$ cat src/rtl/sample_packet_reader_pkg.sv
// Shared types and helpers for the sample packet readback engine.
package sample_packet_reader_pkg;

    localparam int unsigned TRANSITION_COUNTER_WIDTH = 16;

    typedef enum logic [2:0] {
        StIdle,
        StFetch,
        StDrain,
        StDone,
        StFlush
    } state_e;

    // Sample numbers roll over to 0 after the highest valid number.
    function automatic logic [31:0] wrap_inc(input logic [31:0] x, input logic [31:0] max_num);
        return (x == max_num) ? 32'd0 : x + 32'd1;
    endfunction

endpackage

$ cat src/rtl/sample_packet_reader_packet_fifo.sv
// Synchronous response FIFO for the sample packet reader; registered storage, clear has priority.
module sample_packet_reader_packet_fifo #(
    parameter int unsigned DEPTH = 4,
    parameter int unsigned WIDTH = 32
) (
    input  logic                     clk,
    input  logic                     reset,
    input  logic                     clear_i,
    input  logic                     push_i,
    input  logic [WIDTH-1:0]         push_data_i,
    input  logic                     pop_i,
    output logic [WIDTH-1:0]         pop_data_o,
    output logic [$clog2(DEPTH):0]   count_o,
    output logic                     empty_o
);

    localparam int unsigned AW = $clog2(DEPTH);

    logic [WIDTH-1:0] mem_q [DEPTH];
    logic [WIDTH-1:0] mem_d [DEPTH];
    logic [AW-1:0]    wr_ptr_q, wr_ptr_d;
    logic [AW-1:0]    rd_ptr_q, rd_ptr_d;
    logic [AW:0]      count_q, count_d;

    always_comb begin
        mem_d    = mem_q;
        wr_ptr_d = wr_ptr_q;
        rd_ptr_d = rd_ptr_q;
        count_d  = count_q;
        if (clear_i) begin
            wr_ptr_d = '0;
            rd_ptr_d = '0;
            count_d  = '0;
        end else begin
            if (push_i) begin
                mem_d[wr_ptr_q] = push_data_i;
                wr_ptr_d        = wr_ptr_q + AW'(1);
            end
            if (pop_i) begin
                rd_ptr_d = rd_ptr_q + AW'(1);
            end
            if (push_i && !pop_i) begin
                count_d = count_q + (AW+1)'(1);
            end else if (!push_i && pop_i) begin
                count_d = count_q - (AW+1)'(1);
            end
        end
    end

    always_ff @(posedge clk) begin
        if (reset) begin
            mem_q    <= '{default: '0};
            wr_ptr_q <= '0;
            rd_ptr_q <= '0;
            count_q  <= '0;
        end else begin
            mem_q    <= mem_d;
            wr_ptr_q <= wr_ptr_d;
            rd_ptr_q <= rd_ptr_d;
            count_q  <= count_d;
        end
    end

    assign pop_data_o = mem_q[rd_ptr_q];
    assign count_o    = count_q;
    assign empty_o    = (count_q == '0);

endmodule

$ cat src/rtl/sample_packet_reader.sv
// Readback engine: walks packet memory begin_num..end_num (wrapping) and streams decoded samples.
// Define SAMPLE_READER_RLE_EXPAND_EN to expand each packet into interval+1 beats.
module sample_packet_reader
    import sample_packet_reader_pkg::*;
#(
    parameter int unsigned SAMPLE_WIDTH        = 16,
    parameter int unsigned SAMPLE_PACKET_WIDTH = 32,
    parameter logic [31:0] MAX_SAMPLE_NUMBER   = 32'h00FF_FFFF,
    parameter int unsigned FIFO_DEPTH          = 4
) (
    input  logic                                      clk,
    input  logic                                      reset,
    input  logic                                      start,
    input  logic                                      abort,
    input  logic [31:0]                               begin_num,
    input  logic [31:0]                               end_num,
    input  logic [31:0]                               trig_num,
    output logic                                      rd_req,
    output logic [31:0]                               rd_addr,
    input  logic                                      rd_ack,
    input  logic                                      rd_valid,
    input  logic [SAMPLE_PACKET_WIDTH-1:0]            rd_data,
    output logic                                      out_valid,
    input  logic                                      out_ready,
    output logic [SAMPLE_WIDTH-1:0]                   out_data,
    output logic [SAMPLE_PACKET_WIDTH-SAMPLE_WIDTH-1:0] out_interval,
    output logic                                      out_trig,
    output logic                                      out_last,
    output logic                                      busy,
    output logic                                      done
);

    localparam int unsigned CW = $clog2(FIFO_DEPTH) + 1;

    state_e                         state_q, state_d;
    logic [31:0]                    end_q, end_d;
    logic [31:0]                    trig_q, trig_d;
    logic [31:0]                    req_ptr_q, req_ptr_d;
    logic [31:0]                    tag_q, tag_d;
    logic [CW-1:0]                  outstanding_q, outstanding_d;
    logic [CW-1:0]                  fifo_count;
    logic                           fifo_empty, fifo_push, fifo_pop, fifo_clear;
    logic [SAMPLE_PACKET_WIDTH-1:0] head;
    logic [CW:0]                    credits_used;
    logic                           req_fire, rsp_fire, beat_fire;

`ifdef SAMPLE_READER_RLE_EXPAND_EN
    logic [TRANSITION_COUNTER_WIDTH-1:0] rle_cnt_q, rle_cnt_d, rle_left;
    logic                                rle_first_q, rle_first_d;
`endif

    sample_packet_reader_packet_fifo #(
        .DEPTH(FIFO_DEPTH),
        .WIDTH(SAMPLE_PACKET_WIDTH)
    ) u_fifo (
        .clk        (clk),
        .reset      (reset),
        .clear_i    (fifo_clear),
        .push_i     (fifo_push),
        .push_data_i(rd_data),
        .pop_i      (fifo_pop),
        .pop_data_o (head),
        .count_o    (fifo_count),
        .empty_o    (fifo_empty)
    );

    always_comb begin
        // Buffered plus in-flight packets may never exceed the FIFO capacity.
        credits_used = {1'b0, outstanding_q} + {1'b0, fifo_count};
        rd_req       = (state_q == StFetch) && (credits_used < (CW+1)'(FIFO_DEPTH));
        rd_addr      = req_ptr_q;
        req_fire     = rd_req && rd_ack;
        rsp_fire     = rd_valid && (outstanding_q != '0);
        fifo_push    = rsp_fire && ((state_q == StFetch) || (state_q == StDrain));
        out_valid    = !fifo_empty && (state_q != StFlush);
        beat_fire    = out_valid && out_ready;
        busy         = (state_q != StIdle);
        done         = (state_q == StDone);
        out_data     = head[SAMPLE_WIDTH-1:0];
`ifdef SAMPLE_READER_RLE_EXPAND_EN
        rle_left     = rle_first_q ? TRANSITION_COUNTER_WIDTH'(head[SAMPLE_PACKET_WIDTH-1:SAMPLE_WIDTH])
                                   : rle_cnt_q;
        fifo_pop     = beat_fire && (rle_left == '0);
        out_interval = '0;
        out_trig     = out_valid && rle_first_q && (tag_q == trig_q);
        out_last     = out_valid && (rle_left == '0) && (tag_q == end_q);
`else
        fifo_pop     = beat_fire;
        out_interval = head[SAMPLE_PACKET_WIDTH-1:SAMPLE_WIDTH];
        out_trig     = out_valid && (tag_q == trig_q);
        out_last     = out_valid && (tag_q == end_q);
`endif
    end

    always_comb begin
        state_d       = state_q;
        end_d         = end_q;
        trig_d        = trig_q;
        req_ptr_d     = req_ptr_q;
        tag_d         = tag_q;
        outstanding_d = outstanding_q;
        fifo_clear    = 1'b0;

        if (req_fire && !rsp_fire) begin
            outstanding_d = outstanding_q + CW'(1);
        end else if (!req_fire && rsp_fire) begin
            outstanding_d = outstanding_q - CW'(1);
        end
        if (req_fire) begin
            req_ptr_d = wrap_inc(req_ptr_q, MAX_SAMPLE_NUMBER);
        end
        if (fifo_pop) begin
            tag_d = wrap_inc(tag_q, MAX_SAMPLE_NUMBER);
        end

        unique case (state_q)
            StIdle: begin
                if (start) begin
                    end_d     = end_num;
                    trig_d    = trig_num;
                    req_ptr_d = begin_num;
                    tag_d     = begin_num;
                    state_d   = StFetch;
                end
            end
            StFetch: begin
                if (abort) begin
                    state_d = StFlush;
                end else if (req_fire && (req_ptr_q == end_q)) begin
                    state_d = StDrain;
                end
            end
            StDrain: begin
                if (abort) begin
                    state_d = StFlush;
                end else if ((outstanding_q == '0) && fifo_empty) begin
                    state_d = StDone;
                end
            end
            StDone: begin
                state_d = StIdle;
            end
            StFlush: begin
                // Late responses are dropped; only clear once nothing is in flight.
                if (outstanding_q == '0) begin
                    fifo_clear = 1'b1;
                    state_d    = StIdle;
                end
            end
            default: begin
                state_d = StIdle;
            end
        endcase
    end

    always_ff @(posedge clk) begin
        if (reset) begin
            state_q       <= StIdle;
            end_q         <= '0;
            trig_q        <= '0;
            req_ptr_q     <= '0;
            tag_q         <= '0;
            outstanding_q <= '0;
        end else begin
            state_q       <= state_d;
            end_q         <= end_d;
            trig_q        <= trig_d;
            req_ptr_q     <= req_ptr_d;
            tag_q         <= tag_d;
            outstanding_q <= outstanding_d;
        end
    end

`ifdef SAMPLE_READER_RLE_EXPAND_EN
    always_comb begin
        rle_first_d = rle_first_q;
        rle_cnt_d   = rle_cnt_q;
        if (fifo_clear) begin
            rle_first_d = 1'b1;
        end else if (beat_fire) begin
            if (rle_left == '0) begin
                rle_first_d = 1'b1;
            end else begin
                rle_first_d = 1'b0;
                rle_cnt_d   = rle_left - TRANSITION_COUNTER_WIDTH'(1);
            end
        end
    end

    always_ff @(posedge clk) begin
        if (reset) begin
            rle_first_q <= 1'b1;
            rle_cnt_q   <= '0;
        end else begin
            rle_first_q <= rle_first_d;
            rle_cnt_q   <= rle_cnt_d;
        end
    end
`endif

endmodule
$ cat config.mk
export PLATFORM = sky130hd
export DESIGN_NAME = sample_packet_reader
export DESIGN_NICKNAME = d
export VERILOG_FILES = /design/src/rtl/sample_packet_reader_pkg.sv /design/src/rtl/sample_packet_reader_packet_fifo.sv /design/src/rtl/sample_packet_reader.sv
export SDC_FILE = /design/constraint.sdc
export NUM_CORES = 1
export LEC_CHECK = 0
export ABC_AREA = 0
export CAP_MARGIN = 20
export CELL_PAD_IN_SITES_DETAIL_PLACEMENT = 1
export CELL_PAD_IN_SITES_GLOBAL_PLACEMENT = 2
export CORE_AREA = 2 2 198 200
export DETAILED_ROUTE_END_ITERATION = 8
export DIE_AREA = 0 0 200 202
export PLACE_DENSITY = 0.92
export REMOVE_ABC_BUFFERS = 1
export SYNTH_ARGS = -nofsm -noshare
export SYNTH_HDL_FRONTEND = slang
export SYNTH_SLANG_ARGS = --single-unit
export TNS_END_PERCENT = 50
$ cat constraint.sdc
create_clock -name clk -period 8.25 [get_ports clk]
set_input_delay 1.2375 -clock clk [delete_from_list [all_inputs] [get_ports clk]]
set_output_delay 1.2375 -clock clk [all_outputs]
set_load 0.03 [all_outputs]
==> impl_metrics.py <==
metrics = {
    "status": {
        "run_status": "finished, final reports clean",
    },
    "floorplan": {
        "die_h_um": 202,
        "start_util_pct": 33.5,
        "die_area_um2": 40400,
        "row_count": 72,
        "num_io_pins": 205,
        "coreArea_um2": 38300,
        "die_w_um": 200,
    },
    "detailed_routing": {
        "drt-total-wl_um": 47100,
        "firstDrtPassIters": 4,
        "wl_per_cell_um": 21.1,
        "drt-initial-drc-count": 761,
        "vias_per_cell": 5.31,
        "remaining_drc_errors": 0,
        "vias": 11861,
        "ant_nets": 0,
    },
    "setup_path": {
        "crit_top_cell": "nor4_1",
        "crit_slowest_cell": "clkdlybuf4s50_1",
        "cp-end-kind": "output pin",
        "critical_path_class": "reg2out",
        "critical_path.max_fanout": 6,
        "cp_cell_sequence": "xor2_1 -> nor4_1 -> nand3_1 -> nor4_1 -> clkdlybuf4s50_1",
        "critical_path.top_delay_family": "simple AND/OR/NAND/NOR gates",
        "critPathMaxStageDelay_ps": 800,
        "worstPathArrival_ps": 3030,
        "worst-path-buf-inv": 1,
        "cp-start-kind": "register",
        "critPathRequiredTime_ps": 7010,
    },
    "clock_network": {
        "insertion_delay_ps": 520,
        "hold_buffers": 0,
        "cts.sinks": 269,
        "cts_tree": "built",
        "root_buffer": "clkbuf_16",
        "cts_made_buffers": 34,
        "cts_max_level": 2,
        "postCtsSetupBuffers": 0,
        "cts_max_path_buffers": 3,
        "cts_resized": 0,
        "clk_pin_slew_ps": 60,
    },
    "layout": {
        "area_delta_synth_final_pct": 26.4,
        "layout_commonest_cell": "nand2_1",
        "drive_above_1_share_pct": 6.59,
        "final_cell_mix": "nand2_1 (444), dfxtp_1 (267), a21oi_1 (205), clkdlybuf4s50_1 (203), xor2_1 (90)",
        "final_area_um2": 16200,
        "final_net_count": 1842,
    },
    "power": {
        "power_density_nw_per_um2": 236,
        "totalPowerFinal_uw": 3820,
        "vdd_drop_max_uv": 133,
        "p_leak_uw": 0.00557,
    },
    "synthesis": {
        "ys_warn_count": 0,
        "synth_top_area_share_pct": 42.0,
        "synthFlopType": "dfxtp_1",
        "synthArstFlopShare_pct": 0,
        "syn_area_um2": 12800,
        "synth.area.top_cells": "dfxtp_1 (42%), nand2_1 (13%), a21oi_1 (8.0%), xor2_1 (6.2%), mux4_2 (5.6%)",
        "yosys.area.top_type": "dfxtp_1",
        "synth-seq-cells": 269,
        "synth.distinct_cells": 59,
        "synth_cells": 1562,
        "syn-mean-instance-area_um2": 8.20,
        "synth_edf_count": 0,
        "ys_seq_area_share_pct": 42.0,
    },
    "global_route": {
        "grt_pass1_vias": 12375,
        "antenna_found_initial": 6,
        "grt-ovfl-total": 0,
        "grt_max_degree": 97,
        "track_usage_pct": 22.9,
        "grt_pass1_wl_um": 71000,
    },
    "timing": {
        "max_freq_mhz": 234,
        "fin_tns_setup_ps": 0,
        "fin_crit_sh_pct": 51.7,
        "rsz0062_at_grt": "false",
        "setup_slack_ps": 3980,
        "worstMarginPinSlew_ps": 1080,
        "setup_viol_count_final": 0,
        "hold_violations": 0,
        "maxSlewHeadroom_pct": 27.8,
        "fin_crit_ps": 4270,
        "slew_viol_final": 0,
        "clock_skew_ps": 26.2,
    },
    "placed_design": {
        "gp_congestion": 0.908,
        "dp_worst_setup_slack_ps": 4210,
        "hpwl_um": 33300,
        "port_buffers": 204,
        "postPlaceCellArea_um2": 15100,
    },
    "hold_path": {
        "hp-class": "reg2reg",
    },
    "flow_run": {
        "cap_violations": 0,
    },
}
## worst reg2reg max path, stage by stage, from the launching register on
cell and delay, ps:
dfxtp_1 520, or3b_1 530, and3_1 410, inv_2 250, ha_1 230, inv_1 60
fa_1 370, xor2_1 180, or3_1 310, a21oi_1 140
## flip-flops by register name, summed over array words and instances, names as in the netlist
name	cells
u_fifo.rd_ptr_q	2
u_fifo.wr_ptr_q	2
end_q	32
outstanding_q	3
state_q	3
u_fifo.count_o	3
tag_q	32
rd_addr	32
trig_q	32
u_fifo.mem_q	128
## cell usage after synthesis (2+ instances only)
cell type and number:
nand2_1 448, dfxtp_1 269, a21oi_1 205, xor2_1 90, clkbuf_1 82, xnor2_1 63, nor4_1 40, o21ai_1 37
mux4_2 32, nor2_1 32, nand3_1 27, buf_2 26, nand4_1 26, nor3_1 21, and3_1 11, and4_1 11
a211oi_1 10, ha_1 10, inv_1 10, buf_1 9, or3_1 8, o31ai_1 7, and2_1 6, o21bai_1 6
or4_1 6, a22oi_1 5, o41a_1 5, a31oi_1 4, mux2i_1 4, nand2b_1 4, o31a_1 4, buf_4 3
inv_2 3, o21ai_0 3, o22ai_1 3, fa_1 2, nand2_2 2, nand3_2 2, nand3b_1 2, nor3_2 2
o211ai_1 2, o21a_1 2, o41ai_1 2
## kinds of logic (layout without fill, tap and decap cells)
family,count (synthesis),in the layout,synth area share [%]
mux,36,36,5.94
compound gates,301,301,13.1
xor+xnor,153,153,10.5
fa+ha+maj,12,12,1.29
other cells,0,2,0
simple gates,658,658,22.9
flops,269,269,42.0
buf+inv,133,286,4.24
## layer usage
| metal | global-route usage (%) | wire [um] | vias to the layer above |
|---|---|---|---|
| met3 | 4.22 | 2780 | 97 |
| met5 | 0 | 37 | - |
| met2 | 39.8 | 22800 | 364 |
| li1 | - | - | 5615 |
| met4 | 8.60 | 1720 | 6 |
| met1 | 28.0 | 19800 | 5779 |
## area by class of cell
| class | count | area [um^2] |
|---|---|---|
| antenna | 2 | 5.00 |
| multi-input combinational | 1160 | 6900 |
| clock inverter | 3 | 47.5 |
| fill | 4506 | 22100 |
| inverter | 13 | 48.8 |
| tap | 518 | 648 |
| timing repair buffer | 217 | 2150 |
| sequential | 269 | 5390 |
| clock buffer | 53 | 1000 |
## final timing paths
check	from	end	slack (ps)	depth (start not counted)
worst max-delay path	tag_q[2]	out_last	3980	5
worst min-delay path	u_fifo.mem_q[87]	u_fifo.mem_q[87]	450	2
worst max register to register	state_q[2]	u_fifo.count_o[2]	5180	9
worst min register to register	u_fifo.mem_q[87]	u_fifo.mem_q[87]	450	2
## through the flow
stage / utilization (%) / cells / hold WS, ps
after floorplan: - / 1442 / 427
after global placement: 39.5 / 2176 / 438
after detailed placement: 39.5 / 2176 / 446
after CTS: 42.2 / 2232 / 454
after global routing: 42.3 / 2233 / 466
final: 42.3 / 2235 / 451
## power by group
| group | total, uW | switching, uW | internal (uW) |
|---|---|---|---|
| clock | 1440 | 576 | 863 |
| sequential | 1540 | 151 | 1390 |
| combinational | 835 | 493 | 342 |
Note: power is estimated with default switching activity, not from simulation.
